==> config.mk <==
export PLATFORM = sky130hd
export DESIGN_NAME = breakout_block_column_flat
export DESIGN_NICKNAME = d
export VERILOG_FILES = /design/src/rtl/breakout_pkg.sv /design/src/rtl/breakout_block_column_if.sv /design/src/rtl/breakout_block_cell.sv /design/src/rtl/breakout_block_column.sv /design/src/flat_wrapper.sv
export SDC_FILE = /design/constraint.sdc
export NUM_CORES = 1
export LEC_CHECK = 0
export CORE_MARGIN = 2
export CORE_UTILIZATION = 30
export DETAILED_ROUTE_END_ITERATION = 10
export HOLD_SLACK_MARGIN = 0.02
export SLEW_MARGIN = 25
export SYNTH_ARGS = -nofsm -noshare
export SYNTH_HDL_FRONTEND = slang
export SYNTH_HIERARCHICAL = 1
export SYNTH_SLANG_ARGS = --single-unit
==> constraint.sdc <==
create_clock -name clk -period 6.15 [get_ports clk]
set_clock_uncertainty 0.1 [all_clocks]
set_input_delay 1.845 -clock clk [delete_from_list [all_inputs] [get_ports clk]]
set_output_delay 1.845 -clock clk [all_outputs]
set_load 0.02 [all_outputs]
==> src/rtl/breakout_pkg.sv <==
// Shared geometry constants and helpers for the breakout block column.
// Latency: n/a (constants and pure functions only).
// Backpressure: n/a.
package breakout_pkg;

    localparam int COORD_W = 11;

    // Face indices into every 4-bit contact / bounce vector.
    localparam int FACE_U = 0;
    localparam int FACE_D = 1;
    localparam int FACE_L = 2;
    localparam int FACE_R = 3;

    // Top pixel row of block row r; defaults match the standard playfield.
    function automatic int row_top(input int r, input int y_top = 4, input int pitch = 23);
        return y_top + r * pitch;
    endfunction

endpackage

==> src/rtl/breakout_block_column_if.sv <==
// Bundle of pixel/ball inputs and hit/score outputs of one block column.
// Latency: n/a (wiring only).
// Backpressure: none; all outputs are pulses or levels, no handshake.
interface breakout_block_column_if #(
    parameter int SCORE_W = 8
);
    import breakout_pkg::*;

    logic                 frame_tick;
    logic [COORD_W-1:0]   pix_x;
    logic [COORD_W-1:0]   pix_y;
    logic [COORD_W-1:0]   ball_l;
    logic [COORD_W-1:0]   ball_r;
    logic [COORD_W-1:0]   ball_t;
    logic [COORD_W-1:0]   ball_b;

    logic                 block_on;
    logic                 bounce_u;
    logic                 bounce_d;
    logic                 bounce_l;
    logic                 bounce_r;
    logic                 hit_valid;
    logic [3:0]           hit_row;
    logic [SCORE_W-1:0]   score;
    logic [4:0]           live_cnt;
    logic                 col_clear;

    // Game side: drives scan position and ball box, consumes hit results.
    modport master (
        output frame_tick, pix_x, pix_y, ball_l, ball_r, ball_t, ball_b,
        input  block_on, bounce_u, bounce_d, bounce_l, bounce_r,
        input  hit_valid, hit_row, score, live_cnt, col_clear
    );

    // Column side.
    modport slave (
        input  frame_tick, pix_x, pix_y, ball_l, ball_r, ball_t, ball_b,
        output block_on, bounce_u, bounce_d, bounce_l, bounce_r,
        output hit_valid, hit_row, score, live_cnt, col_clear
    );

endinterface

==> src/rtl/breakout_block_cell.sv <==
// One breakable block: pixel hit test, 4-face ball contact detect, durability counter.
// Latency: pix_on/face combinational; durability updates one clk after dec.
// Backpressure: none; dec is honoured every cycle it is asserted.
module breakout_block_cell
    import breakout_pkg::*;
#(
    parameter int ROW       = 0,
    parameter int X_LEFT    = 235,
    parameter int X_RIGHT   = 340,
    parameter int Y_TOP     = 4,
    parameter int ROW_H     = 16,
    parameter int ROW_PITCH = 23,
    parameter int EDGE      = 3,
    parameter int HITS      = 1
) (
    input  logic               clk,
    input  logic               reset,
    input  logic [COORD_W-1:0] pix_x,
    input  logic [COORD_W-1:0] pix_y,
    input  logic [COORD_W-1:0] ball_l,
    input  logic [COORD_W-1:0] ball_r,
    input  logic [COORD_W-1:0] ball_t,
    input  logic [COORD_W-1:0] ball_b,
    input  logic               dec,
    output logic               live,
    output logic               last,
    output logic               pix_on,
    output logic [3:0]         face
);

    localparam int TOP = row_top(ROW, Y_TOP, ROW_PITCH);
    localparam int BOT = TOP + ROW_H - 1;

    localparam logic [COORD_W-1:0] XL   = COORD_W'(X_LEFT);
    localparam logic [COORD_W-1:0] XL_E = COORD_W'(X_LEFT + EDGE);
    localparam logic [COORD_W-1:0] XR   = COORD_W'(X_RIGHT);
    localparam logic [COORD_W-1:0] XR_E = COORD_W'(X_RIGHT - EDGE);
    localparam logic [COORD_W-1:0] YT   = COORD_W'(TOP);
    localparam logic [COORD_W-1:0] YT_E = COORD_W'(TOP + EDGE);
    localparam logic [COORD_W-1:0] YB   = COORD_W'(BOT);
    localparam logic [COORD_W-1:0] YB_E = COORD_W'(BOT - EDGE);

    logic [2:0] dur_q;
    logic [2:0] dur_d;
    logic       ovl_x;
    logic       ovl_y;

    assign live = (dur_q != 3'd0);
    assign last = (dur_q == 3'd1);

    // Geometry: pixel inside block, and which face bands the ball sits in.
    always_comb begin
        ovl_x  = (ball_r >= XL) && (ball_l <= XR);
        ovl_y  = (ball_b >= YT) && (ball_t <= YB);
        face   = 4'b0000;
        face[FACE_U] = live && ovl_x && (ball_b >= YT)   && (ball_b <= YT_E);
        face[FACE_D] = live && ovl_x && (ball_t >= YB_E) && (ball_t <= YB);
        face[FACE_L] = live && ovl_y && (ball_r >= XL)   && (ball_r <= XL_E);
        face[FACE_R] = live && ovl_y && (ball_l >= XR_E) && (ball_l <= XR);
        pix_on = live && (pix_x >= XL) && (pix_x <= XR) && (pix_y >= YT) && (pix_y <= YB);
    end

    // Next durability: one step down per accepted hit, never below zero.
    always_comb begin
        dur_d = dur_q;
        if (dec && (dur_q != 3'd0)) begin
            dur_d = dur_q - 3'd1;
        end
    end

    // Durability register, reloaded to full strength on reset.
    always_ff @(posedge clk) begin
        if (reset) begin
            dur_q <= 3'(HITS);
        end else begin
            dur_q <= dur_d;
        end
    end

endmodule

==> src/rtl/breakout_block_column.sv <==
// Column of ROWS blocks: draws live blocks, arbitrates one hit per frame, scores kills.
// Latency: block_on 0 clk; ball box to bounce/hit_valid pulse 2 clk.
// Backpressure: none; extra contacts within a frame are dropped by the armed lockout.
module breakout_block_column
    import breakout_pkg::*;
#(
    parameter int ROWS      = 8,
    parameter int X_LEFT    = 235,
    parameter int X_RIGHT   = 340,
    parameter int Y_TOP     = 4,
    parameter int ROW_H     = 16,
    parameter int ROW_PITCH = 23,
    parameter int EDGE      = 3,
    parameter int HITS      = 1,
    parameter int POINTS    = 1,
    parameter int SCORE_W   = 8
) (
    input  logic                    clk,
    input  logic                    reset,
    breakout_block_column_if.slave  bus
);

    logic [ROWS-1:0]       live;
    logic [ROWS-1:0]       last;
    logic [ROWS-1:0]       pix_on;
    logic [ROWS-1:0]       dec;
    logic [ROWS-1:0][3:0]  face;

    logic [ROWS-1:0][3:0]  contact_q;
    logic [ROWS-1:0][3:0]  contact_d;
    logic                  armed_q,     armed_d;
    logic [3:0]            bounce_q,    bounce_d;
    logic                  hit_valid_q, hit_valid_d;
    logic [3:0]            hit_row_q,   hit_row_d;
    logic [SCORE_W-1:0]    score_q,     score_d;
    logic [4:0]            live_cnt_q,  live_cnt_d;
    logic                  col_clear_q, col_clear_d;

    logic                  hit;
    logic [3:0]            sel;
    logic [3:0]            sel_face;
    logic                  kill;
    logic [SCORE_W:0]      score_sum;

    for (genvar r = 0; r < ROWS; r++) begin : g_row
        breakout_block_cell #(
            .ROW      (r),
            .X_LEFT   (X_LEFT),
            .X_RIGHT  (X_RIGHT),
            .Y_TOP    (Y_TOP),
            .ROW_H    (ROW_H),
            .ROW_PITCH(ROW_PITCH),
            .EDGE     (EDGE),
            .HITS     (HITS)
        ) u_cell (
            .clk    (clk),
            .reset  (reset),
            .pix_x  (bus.pix_x),
            .pix_y  (bus.pix_y),
            .ball_l (bus.ball_l),
            .ball_r (bus.ball_r),
            .ball_t (bus.ball_t),
            .ball_b (bus.ball_b),
            .dec    (dec[r]),
            .live   (live[r]),
            .last   (last[r]),
            .pix_on (pix_on[r]),
            .face   (face[r])
        );
    end

    assign contact_d = face;

    // Stage 2 arbitration: lowest live row with registered contact wins.
    // The live mask drops stale contacts of a block killed one cycle earlier.
    always_comb begin
        hit      = 1'b0;
        sel      = 4'd0;
        sel_face = 4'b0000;
        for (int r = ROWS - 1; r >= 0; r--) begin
            if (armed_q && !col_clear_q && live[r] && (contact_q[r] != 4'b0000)) begin
                hit      = 1'b1;
                sel      = 4'(r);
                sel_face = contact_q[r];
            end
        end
    end

    // Route the accepted hit to its cell and detect a kill (last hit point).
    always_comb begin
        dec = '0;
        for (int r = 0; r < ROWS; r++) begin
            dec[r] = hit && (sel == 4'(r));
        end
        kill = |(dec & last);
    end

    // Next-state for pulses, lockout, score and live count.
    always_comb begin
        bounce_d    = hit ? sel_face : 4'b0000;
        hit_valid_d = hit;
        hit_row_d   = hit ? sel : hit_row_q;
        // frame_tick wins over a same-cycle hit so the next frame is armed.
        armed_d     = bus.frame_tick ? 1'b1 : (hit ? 1'b0 : armed_q);
        score_sum   = {1'b0, score_q} + (SCORE_W + 1)'(POINTS);
        score_d     = score_q;
        live_cnt_d  = live_cnt_q;
        if (kill) begin
            score_d    = score_sum[SCORE_W] ? {SCORE_W{1'b1}} : score_sum[SCORE_W-1:0];
            live_cnt_d = live_cnt_q - 5'd1;
        end
        col_clear_d = col_clear_q | (live_cnt_q == 5'd0);
    end

    // Pipeline and column state registers; reset drops any in-flight contact.
    always_ff @(posedge clk) begin
        if (reset) begin
            contact_q   <= '0;
            armed_q     <= 1'b1;
            bounce_q    <= 4'b0000;
            hit_valid_q <= 1'b0;
            hit_row_q   <= 4'd0;
            score_q     <= '0;
            live_cnt_q  <= 5'(ROWS);
            col_clear_q <= 1'b0;
        end else begin
            contact_q   <= contact_d;
            armed_q     <= armed_d;
            bounce_q    <= bounce_d;
            hit_valid_q <= hit_valid_d;
            hit_row_q   <= hit_row_d;
            score_q     <= score_d;
            live_cnt_q  <= live_cnt_d;
            col_clear_q <= col_clear_d;
        end
    end

    assign bus.block_on  = |pix_on;
    assign bus.bounce_u  = bounce_q[FACE_U];
    assign bus.bounce_d  = bounce_q[FACE_D];
    assign bus.bounce_l  = bounce_q[FACE_L];
    assign bus.bounce_r  = bounce_q[FACE_R];
    assign bus.hit_valid = hit_valid_q;
    assign bus.hit_row   = hit_row_q;
    assign bus.score     = score_q;
    assign bus.live_cnt  = live_cnt_q;
    assign bus.col_clear = col_clear_q;

endmodule
==> src/flat_wrapper.sv <==
// flat-port wrapper written by rule: the top's interface ports become plain ports
module breakout_block_column_flat import breakout_pkg::*;
#(
    parameter int ROWS      = 8,
    parameter int X_LEFT    = 235,
    parameter int X_RIGHT   = 340,
    parameter int Y_TOP     = 4,
    parameter int ROW_H     = 16,
    parameter int ROW_PITCH = 23,
    parameter int EDGE      = 3,
    parameter int HITS      = 1,
    parameter int POINTS    = 1,
    parameter int SCORE_W   = 8
)
  (clk, reset, bus_frame_tick, bus_pix_x, bus_pix_y, bus_ball_l, bus_ball_r, bus_ball_t, bus_ball_b, bus_block_on, bus_bounce_u, bus_bounce_d, bus_bounce_l, bus_bounce_r, bus_hit_valid, bus_hit_row, bus_score, bus_live_cnt, bus_col_clear);
  breakout_block_column_if #(.SCORE_W(SCORE_W)) bus_i ();
  input  logic clk;
  input  logic reset;
  input wire logic [$bits(bus_i.frame_tick)-1:0] bus_frame_tick;
  input wire logic [$bits(bus_i.pix_x)-1:0] bus_pix_x;
  input wire logic [$bits(bus_i.pix_y)-1:0] bus_pix_y;
  input wire logic [$bits(bus_i.ball_l)-1:0] bus_ball_l;
  input wire logic [$bits(bus_i.ball_r)-1:0] bus_ball_r;
  input wire logic [$bits(bus_i.ball_t)-1:0] bus_ball_t;
  input wire logic [$bits(bus_i.ball_b)-1:0] bus_ball_b;
  output wire logic [$bits(bus_i.block_on)-1:0] bus_block_on;
  output wire logic [$bits(bus_i.bounce_u)-1:0] bus_bounce_u;
  output wire logic [$bits(bus_i.bounce_d)-1:0] bus_bounce_d;
  output wire logic [$bits(bus_i.bounce_l)-1:0] bus_bounce_l;
  output wire logic [$bits(bus_i.bounce_r)-1:0] bus_bounce_r;
  output wire logic [$bits(bus_i.hit_valid)-1:0] bus_hit_valid;
  output wire logic [$bits(bus_i.hit_row)-1:0] bus_hit_row;
  output wire logic [$bits(bus_i.score)-1:0] bus_score;
  output wire logic [$bits(bus_i.live_cnt)-1:0] bus_live_cnt;
  output wire logic [$bits(bus_i.col_clear)-1:0] bus_col_clear;
  assign bus_i.frame_tick = bus_frame_tick;
  assign bus_i.pix_x = bus_pix_x;
  assign bus_i.pix_y = bus_pix_y;
  assign bus_i.ball_l = bus_ball_l;
  assign bus_i.ball_r = bus_ball_r;
  assign bus_i.ball_t = bus_ball_t;
  assign bus_i.ball_b = bus_ball_b;
  assign bus_block_on = bus_i.block_on;
  assign bus_bounce_u = bus_i.bounce_u;
  assign bus_bounce_d = bus_i.bounce_d;
  assign bus_bounce_l = bus_i.bounce_l;
  assign bus_bounce_r = bus_i.bounce_r;
  assign bus_hit_valid = bus_i.hit_valid;
  assign bus_hit_row = bus_i.hit_row;
  assign bus_score = bus_i.score;
  assign bus_live_cnt = bus_i.live_cnt;
  assign bus_col_clear = bus_i.col_clear;
  breakout_block_column #(.ROWS(ROWS), .X_LEFT(X_LEFT), .X_RIGHT(X_RIGHT), .Y_TOP(Y_TOP), .ROW_H(ROW_H), .ROW_PITCH(ROW_PITCH), .EDGE(EDGE), .HITS(HITS), .POINTS(POINTS), .SCORE_W(SCORE_W)) u_core (.clk(clk), .reset(reset), .bus(bus_i));
endmodule
Word level (Yosys, flattened, before mapping)
Cells that the tools add are included.
{ "word_totals": {"output_inout_bits": 24, "reg_bits": 80} }
{ "op_classes": {"order_cmp": 54, "bitwise_logic": 3, "n_reduce_logical": 177, "eq_ne": 15, "add_sub_neg": 10, "n_mux": 25} }
{ "ops": {"columns": ["op", "count"], "rows": [
  ["logical AND 1 bit", 154],
  ["greater-or-equal comparator 11 x 8 -> 1 bit, second input constant", 9],
  ["less-or-equal comparator 11 x 7 -> 1 bit, second input constant", 9],
  ["less-or-equal comparator 11 x 8 -> 1 bit, second input constant", 9],
  ["greater-or-equal comparator 11 x 7 -> 1 bit, second input constant", 8],
  ["greater-or-equal comparator 11 x 6 -> 1 bit, second input constant", 4],
  ["greater-or-equal comparator 11 x 5 -> 1 bit, second input constant", 3],
  ["less-or-equal comparator 11 x 5 -> 1 bit, second input constant", 3],
  ["less-or-equal comparator 11 x 6 -> 1 bit, second input constant", 3],
  ["2-to-1 mux 4 bit", 8],
  ["nonzero test 4 bit", 8],
  ["equality test 3 x 1 -> 1 bit, second input constant", 9],
  ["2-to-1 mux 3 bit", 8],
  ["nonzero test 3 bit", 8],
  ["subtractor 3 x 1 -> 3 bit, second input constant", 8],
  ["greater-or-equal comparator 11 x 3 -> 1 bit, second input constant", 2],
  ["less-or-equal comparator 11 x 9 -> 1 bit, second input constant", 2],
  ["OR reduction 8 bit", 2],
  ["equality test 3 bit, second input constant", 4],
  ["greater-or-equal comparator 11 x 9 -> 1 bit, second input constant", 1],
  ["less-or-equal comparator 11 x 3 -> 1 bit, second input constant", 1],
  ["adder 8 x 1 -> 9 bit, second input constant", 1],
  ["AND 8 bit", 1],
  ["2-to-1 mux 1 bit", 8],
  ["9 further kinds", 11]
]} }

Depth between registers and ports, before layout
{ "logic_depth": {"ltp_word": 16, "mapped_depth": 13, "mapped_depth_nobuf": 12} }

Cells and area by module
Netlist, hierarchy kept.
{ "modules_own_cells": {"columns": ["module", "cells_each", "instances", "seq_area_each_um2", "area_each_um2"], "rows": [
  ["breakout_block_column", 294, 1, 1101.1, 2721.4],
  ["breakout_block_cell (u_core.g_row[5].u_cell)", 84, 1, 60.1, 593.1],
  ["breakout_block_cell (u_core.g_row[1].u_cell)", 83, 1, 60.1, 570.5],
  ["breakout_block_cell (u_core.g_row[7].u_cell)", 82, 1, 60.1, 563.0],
  ["breakout_block_cell (u_core.g_row[2].u_cell)", 79, 1, 60.1, 546.8],
  ["breakout_block_cell (u_core.g_row[3].u_cell)", 76, 1, 60.1, 545.5],
  ["breakout_block_cell (u_core.g_row[6].u_cell)", 78, 1, 60.1, 524.3],
  ["breakout_block_cell (u_core.g_row[0].u_cell)", 72, 1, 60.1, 514.2],
  ["breakout_block_cell (u_core.g_row[4].u_cell)", 66, 1, 60.1, 460.4]
]} }

Worst setup path after synthesis
No wires, ideal clock.
{ "synth_path": {"path_type": "input-to-output", "from": "input port bus_pix_x[1]", "to": "output port bus_block_on", "slack_ns": 1.231, "cell_stages": 6, "arrival_ns": 2.974, "path_cell_list": "a21o_1 > a21oi_1 > or4b_2 > a21oi_1 > nor4_1 > nand2_1"} }
{ "synth_via": {"elab_chain_len": 6, "elab_cells_between_ends": 35, "cone_classes": "order compare: 2; reduce/logical: 33"} }
{ "synth_lines": {"columns": ["element", "line", "rtl"], "rows": [
  ["from (decl)", "flat_wrapper.sv:20", "input wire logic [$bits(bus_i.pix_x)-1:0] bus_pix_x;"],
  ["greater-or-equal comparator 11 x 8 -> 1 bit", "breakout_block_cell.sv:60", "pix_on = live && (pix_x >= XL) && (pix_x <= XR) && (pix_y >= YT) && (pix_y <= YB);"],
  ["logical AND 1 bit", "breakout_block_cell.sv:60", null],
  ["logical AND 1 bit * (3 in a row)", "breakout_block_cell.sv:60", null],
  ["named net u_core.pix_on[0]", "breakout_block_column.sv:25", "logic [ROWS-1:0] pix_on;"],
  ["OR reduction 8 bit *", "breakout_block_column.sv:138", "assign bus.block_on = |pix_on;"],
  ["to (decl)", "flat_wrapper.sv:26", "output wire logic [$bits(bus_i.block_on)-1:0] bus_block_on;"]
]} }
The timed path passes the listed nets; every way through them passes the cells marked *.

Worst setup path in the final report
{ "layout_path": {"from": "input port bus_pix_x[0]", "to": "output port bus_block_on"} }
Same word-level chain as after synthesis.

==> impl_metrics.prom <==
# TYPE chip_impl_metric gauge
chip_impl_info{name="outcome",value="complete, no violations"} 1
chip_impl_metric{name="cts.clk_slew.worst_paths",unit="ps"} 60
chip_impl_info{name="grt_setup_unrepaired",value="no"} 1
chip_impl_info{name="crit-reg2reg-launch",value="u_core/g_row[2].u_cell/dur_q[0]$_SDFFE_PP1P_"} 1
chip_impl_info{name="critPathLaunchType",value="input port"} 1
chip_impl_metric{name="synth-adder-area-share",unit="%"} 4.799
chip_impl_metric{name="synth-compound-area-share",unit="%"} 28.47
chip_impl_metric{name="synthXorXnorAreaFrac",unit="%"} 1.120
chip_impl_metric{name="htree_num_levels",unit=""} 3
chip_impl_metric{name="power-per-cell-area",unit="nW/µm²"} 149.3
chip_impl_metric{name="drt_pre_antenna_iters",unit=""} 5
chip_impl_metric{name="routed_via_density",unit=""} 5.590
chip_impl_metric{name="post-cts-setup-buffers",unit=""} 0
chip_impl_metric{name="synth_nets",unit=""} 1010
chip_impl_metric{name="drt_first_iter_violations",unit=""} 540
chip_impl_info{name="path_class_of_the_lowest_slack_min_delay_path",value="flip-flop to flip-flop"} 1
chip_impl_metric{name="worstSkewPairLatency",unit="ps"} 340
chip_impl_metric{name="worst-path-max-fanout",unit=""} 7
chip_impl_metric{name="synthSimpleGateAreaFrac",unit="%"} 38.38
chip_impl_metric{name="coreArea",unit="µm²"} 23260
chip_impl_metric{name="chipWidth",unit="µm"} 157.2
chip_impl_metric{name="clk_path_buf_depth",unit=""} 2
chip_impl_metric{name="yosysWarningCount",unit=""} 6
chip_impl_metric{name="critPathRequiredTime",unit="ps"} 4200
chip_impl_metric{name="async_reset_ff_share",unit="%"} 0
chip_impl_metric{name="clkSinkCount",unit=""} 79
chip_impl_metric{name="synth.avg_cell_area",unit="µm²"} 7.702
chip_impl_metric{name="register_area",unit="µm²"} 1582
chip_impl_metric{name="reg2regPathDepth",unit=""} 12
chip_impl_info{name="synthTopCellsByArea",value="sky130_fd_sc_hd__dfxtp_1, sky130_fd_sc_hd__a21oi_1, sky130_fd_sc_hd__ha_1"} 1
chip_impl_metric{name="synth_top_area_share",unit="%"} 22.47
chip_impl_metric{name="grt_pass1_vias",unit=""} 6795
chip_impl_metric{name="ys_seq_area_share",unit="%"} 22.47
chip_impl_metric{name="slew-limit-headroom",unit="%"} 45.80
chip_impl_metric{name="power.leakage",unit="nW"} 3.009
chip_impl_info{name="cts_root_buf",value="sky130_fd_sc_hd__clkbuf_16"} 1
chip_impl_metric{name="fp.dieArea",unit="µm²"} 24710
chip_impl_metric{name="synth_seq_cells",unit=""} 79
chip_impl_metric{name="finalHoldViolCount",unit=""} 0
chip_impl_info{name="setup.worst_path.end_class",value="primary output"} 1
chip_impl_metric{name="port_buffers",unit=""} 91
chip_impl_metric{name="fp.dieH",unit="µm"} 157.2
chip_impl_info{name="crit_start",value="bus_pix_x[0]"} 1
chip_impl_metric{name="syn_inst_count",unit=""} 914
chip_impl_info{name="setup.worst_path.class",value="input port to primary output"} 1
chip_impl_metric{name="synth-edff-count",unit=""} 0
chip_impl_metric{name="n_antenna_cell",unit=""} 0
chip_impl_info{name="cts_tree",value="done"} 1
chip_impl_info{name="hp-start",value="u_core/contact_q[1]$_SDFF_PP0_"} 1
chip_impl_metric{name="nFillCells",unit=""} 2493
chip_impl_metric{name="hold-path-cell-count",unit=""} 2
chip_impl_metric{name="dp.final_hpwl",unit="mm"} 16.07
chip_impl_metric{name="yosys-mux-area-fraction",unit="%"} 1.066
chip_impl_metric{name="grt_start_max_net_pins",unit=""} 42
chip_impl_metric{name="multi_input_area",unit="µm²"} 5215
chip_impl_metric{name="timing.max_cap.violations",unit=""} 0
chip_impl_metric{name="avgRoutedWirePerCell",unit="µm"} 16.33
chip_impl_metric{name="synthesis.area",unit="µm²"} 7039
chip_impl_metric{name="area.growth.synth_to_final",unit="%"} 23.57
chip_impl_metric{name="initial_antenna_violation_count",unit=""} 0
chip_impl_metric{name="final_nets",unit=""} 1114
chip_impl_info{name="synth_top_family_by_area",value="simple AND/OR/NAND/NOR gates"} 1
chip_impl_metric{name="report.final.slew_viol_count",unit=""} 0
chip_impl_metric{name="worst_hold_slack",unit="ps"} 377.4
chip_impl_metric{name="detailroute.via_count",unit=""} 7502
chip_impl_metric{name="gp_congestion",unit=""} 0.9021
chip_impl_metric{name="numCtsBuffers",unit=""} 9
chip_impl_metric{name="floorplan.rows",unit=""} 56
chip_impl_metric{name="pin_count",unit=""} 93
chip_impl_metric{name="drive_above_1_share",unit="%"} 9.677
chip_impl_metric{name="globalRouteOverflowTotal",unit=""} 0
chip_impl_metric{name="grt_pass1_wl",unit="mm"} 35.04
chip_impl_metric{name="number_of_distinct_standard_cells_referenced_by_the_synthesized_netlist",unit=""} 96
chip_impl_metric{name="vdd_ir_drop_max",unit="µV"} 117.0
chip_impl_metric{name="finish.cell_count_without_fillers",unit=""} 1342
chip_impl_metric{name="grt.total_usage",unit="%"} 17.49
chip_impl_metric{name="dpl.cell_count",unit=""} 1326
chip_impl_metric{name="wirelength",unit="mm"} 21.91
chip_impl_metric{name="fin_crit",unit="ps"} 5928
chip_impl_metric{name="worst-slew-pin-transition",unit="ps"} 810.4
chip_impl_metric{name="timing.final.setup_violations",unit=""} 0
chip_impl_metric{name="max_clock_freq",unit="GHz"} 0.1687
chip_impl_metric{name="floorplan.initialDensity",unit="%"} 30.26
chip_impl_info{name="flip_flop_cell_with_the_highest_count_after_synthesis",value="sky130_fd_sc_hd__dfxtp_1"} 1
chip_impl_metric{name="final_min_period_over_clock_period",unit="%"} 96.39
chip_impl_metric{name="crit_arrival",unit="ps"} 3980
chip_impl_metric{name="remaining_drc_errors",unit=""} 0
chip_impl_info{name="yosysTopAreaCell",value="sky130_fd_sc_hd__dfxtp_1"} 1
chip_impl_metric{name="drtAntennaViolNets",unit=""} 0
-- cells by family after synthesis --
group,after synthesis
fa+ha+maj,27
xor+xnor,9
buf+inv,52
mux,7
compound gates,273
flops,79
other cells,1
simple gates,466
-- timing repair --
action	in CTS	in global routing
hold buffers	0	0
resized for setup	2	0
endpoints found under the setup margin	1	0
endpoints found under the hold margin	0	0
-- cell type report --
cell class              instances  share of cell area (%)
clock buffers                  11                   2.906
multi-input cells             783                   59.95
inverters                      31                   1.338
repair buffers                114                   12.38
well taps                     319                   4.589
flip-flops and latches         79                   18.18
clock inverters                 5                  0.6473
-- final timing paths --
kind / end / slack, ps
min reg2reg: u_core/bounce_q[1]$_SDFF_PP0_ / 380
min: u_core/bounce_q[1]$_SDFF_PP0_ / 380
max: bus_block_on / 220
max reg2reg: u_core/bus.live_cnt[4]$_SDFFE_PP0P_ / 2540
-- critical path: stages --
cell and delay, ps:
sky130_fd_sc_hd__clkdlybuf4s50_1 520, sky130_fd_sc_hd__buf_4 200, sky130_fd_sc_hd__buf_4 140, sky130_fd_sc_hd__o21a_1 160
sky130_fd_sc_hd__o211ai_1 180, sky130_fd_sc_hd__nand4b_1 130, sky130_fd_sc_hd__a211oi_1 310, sky130_fd_sc_hd__nor4_2 100
sky130_fd_sc_hd__nand2_1 70, sky130_fd_sc_hd__dlygate4sd2_1 330
-- report_power, final --
group          switching, W  total (W)  leakage (nW)  internal [W]
sequential      0.000000681   0.000513         0.636      0.000512
clock              0.000207   0.000543         0.152      0.000335
combinational      0.000143   0.000243          2.22     0.0000994
total              0.000351    0.00130          3.01      0.000947
-- synth_stat cells, drive strengths merged, types with 8 or more instances --
library cell  number
o21ai             42
a21oi             81
o211ai            21
nand2b            15
inv               30
a31oi              8
a311oi            10
dfxtp             79
o21a               9
nor2              78
and3              18
a211oi            19
ha                27
nand4             25
nand3             40
or4               11
nor4              32
buf               14
nand2             71
a21o              15
or3                8
nand4b            16
nor2b             44
nor3              67
o21bai             8
nor4b             12
-- placed cells by master, fill, tap and decap left out, types with 29 or more instances in the layout --
cell type / instances
sky130_fd_sc_hd__clkdlybuf4s50_1: 89
sky130_fd_sc_hd__a21oi_1: 80
sky130_fd_sc_hd__dfxtp_1: 79
sky130_fd_sc_hd__nor2_1: 77
sky130_fd_sc_hd__nand2_1: 71
sky130_fd_sc_hd__nor3_1: 66
sky130_fd_sc_hd__nor2b_1: 44
sky130_fd_sc_hd__nand3_1: 38
sky130_fd_sc_hd__o21ai_0: 34
sky130_fd_sc_hd__inv_1: 29
-- state kept, by name, indices dropped and copies added, names as in the netlist --
register and cells:
u_core/g_row.u_cell/dur_q 24, u_core/bus.score 8, u_core/contact_q 32, u_core/bus.live_cnt 5, u_core/bus.col_clear 1, u_core/bounce_q 4, u_core/bus.hit_valid 1, u_core/bus.hit_row 3
u_core/armed_q 1
-- through the flow --
stage | setup slack, ps | power, W | instance area (µm²) | setup TNS, ps | utilization (%)
CTS | 240.7 | 0.001309 | 8698 | 0 | 37.39
floorplan | 1231 | 0.0006197 | 7039 | 0 | -
global route | 96.54 | 0.001355 | 8698 | 0 | 37.39
detailed placement | -13.85 | 0.0007635 | 8384 | -13.85 | 36.04
finish | 222.2 | 0.001298 | 8698 | 0 | 37.39
global placement | -21.42 | 0.0007621 | 8384 | -21.42 | 36.04
-- metal layers --
layer	track usage (%)	up-vias	wire [µm]
li1	-	3764	-
met1	23.18	3504	10170
met2	29.09	194	10230
met3	1.872	40	833
met4	6.840	0	676
met5	0	-	0
Note: power is estimated with default switching activity, not from simulation.
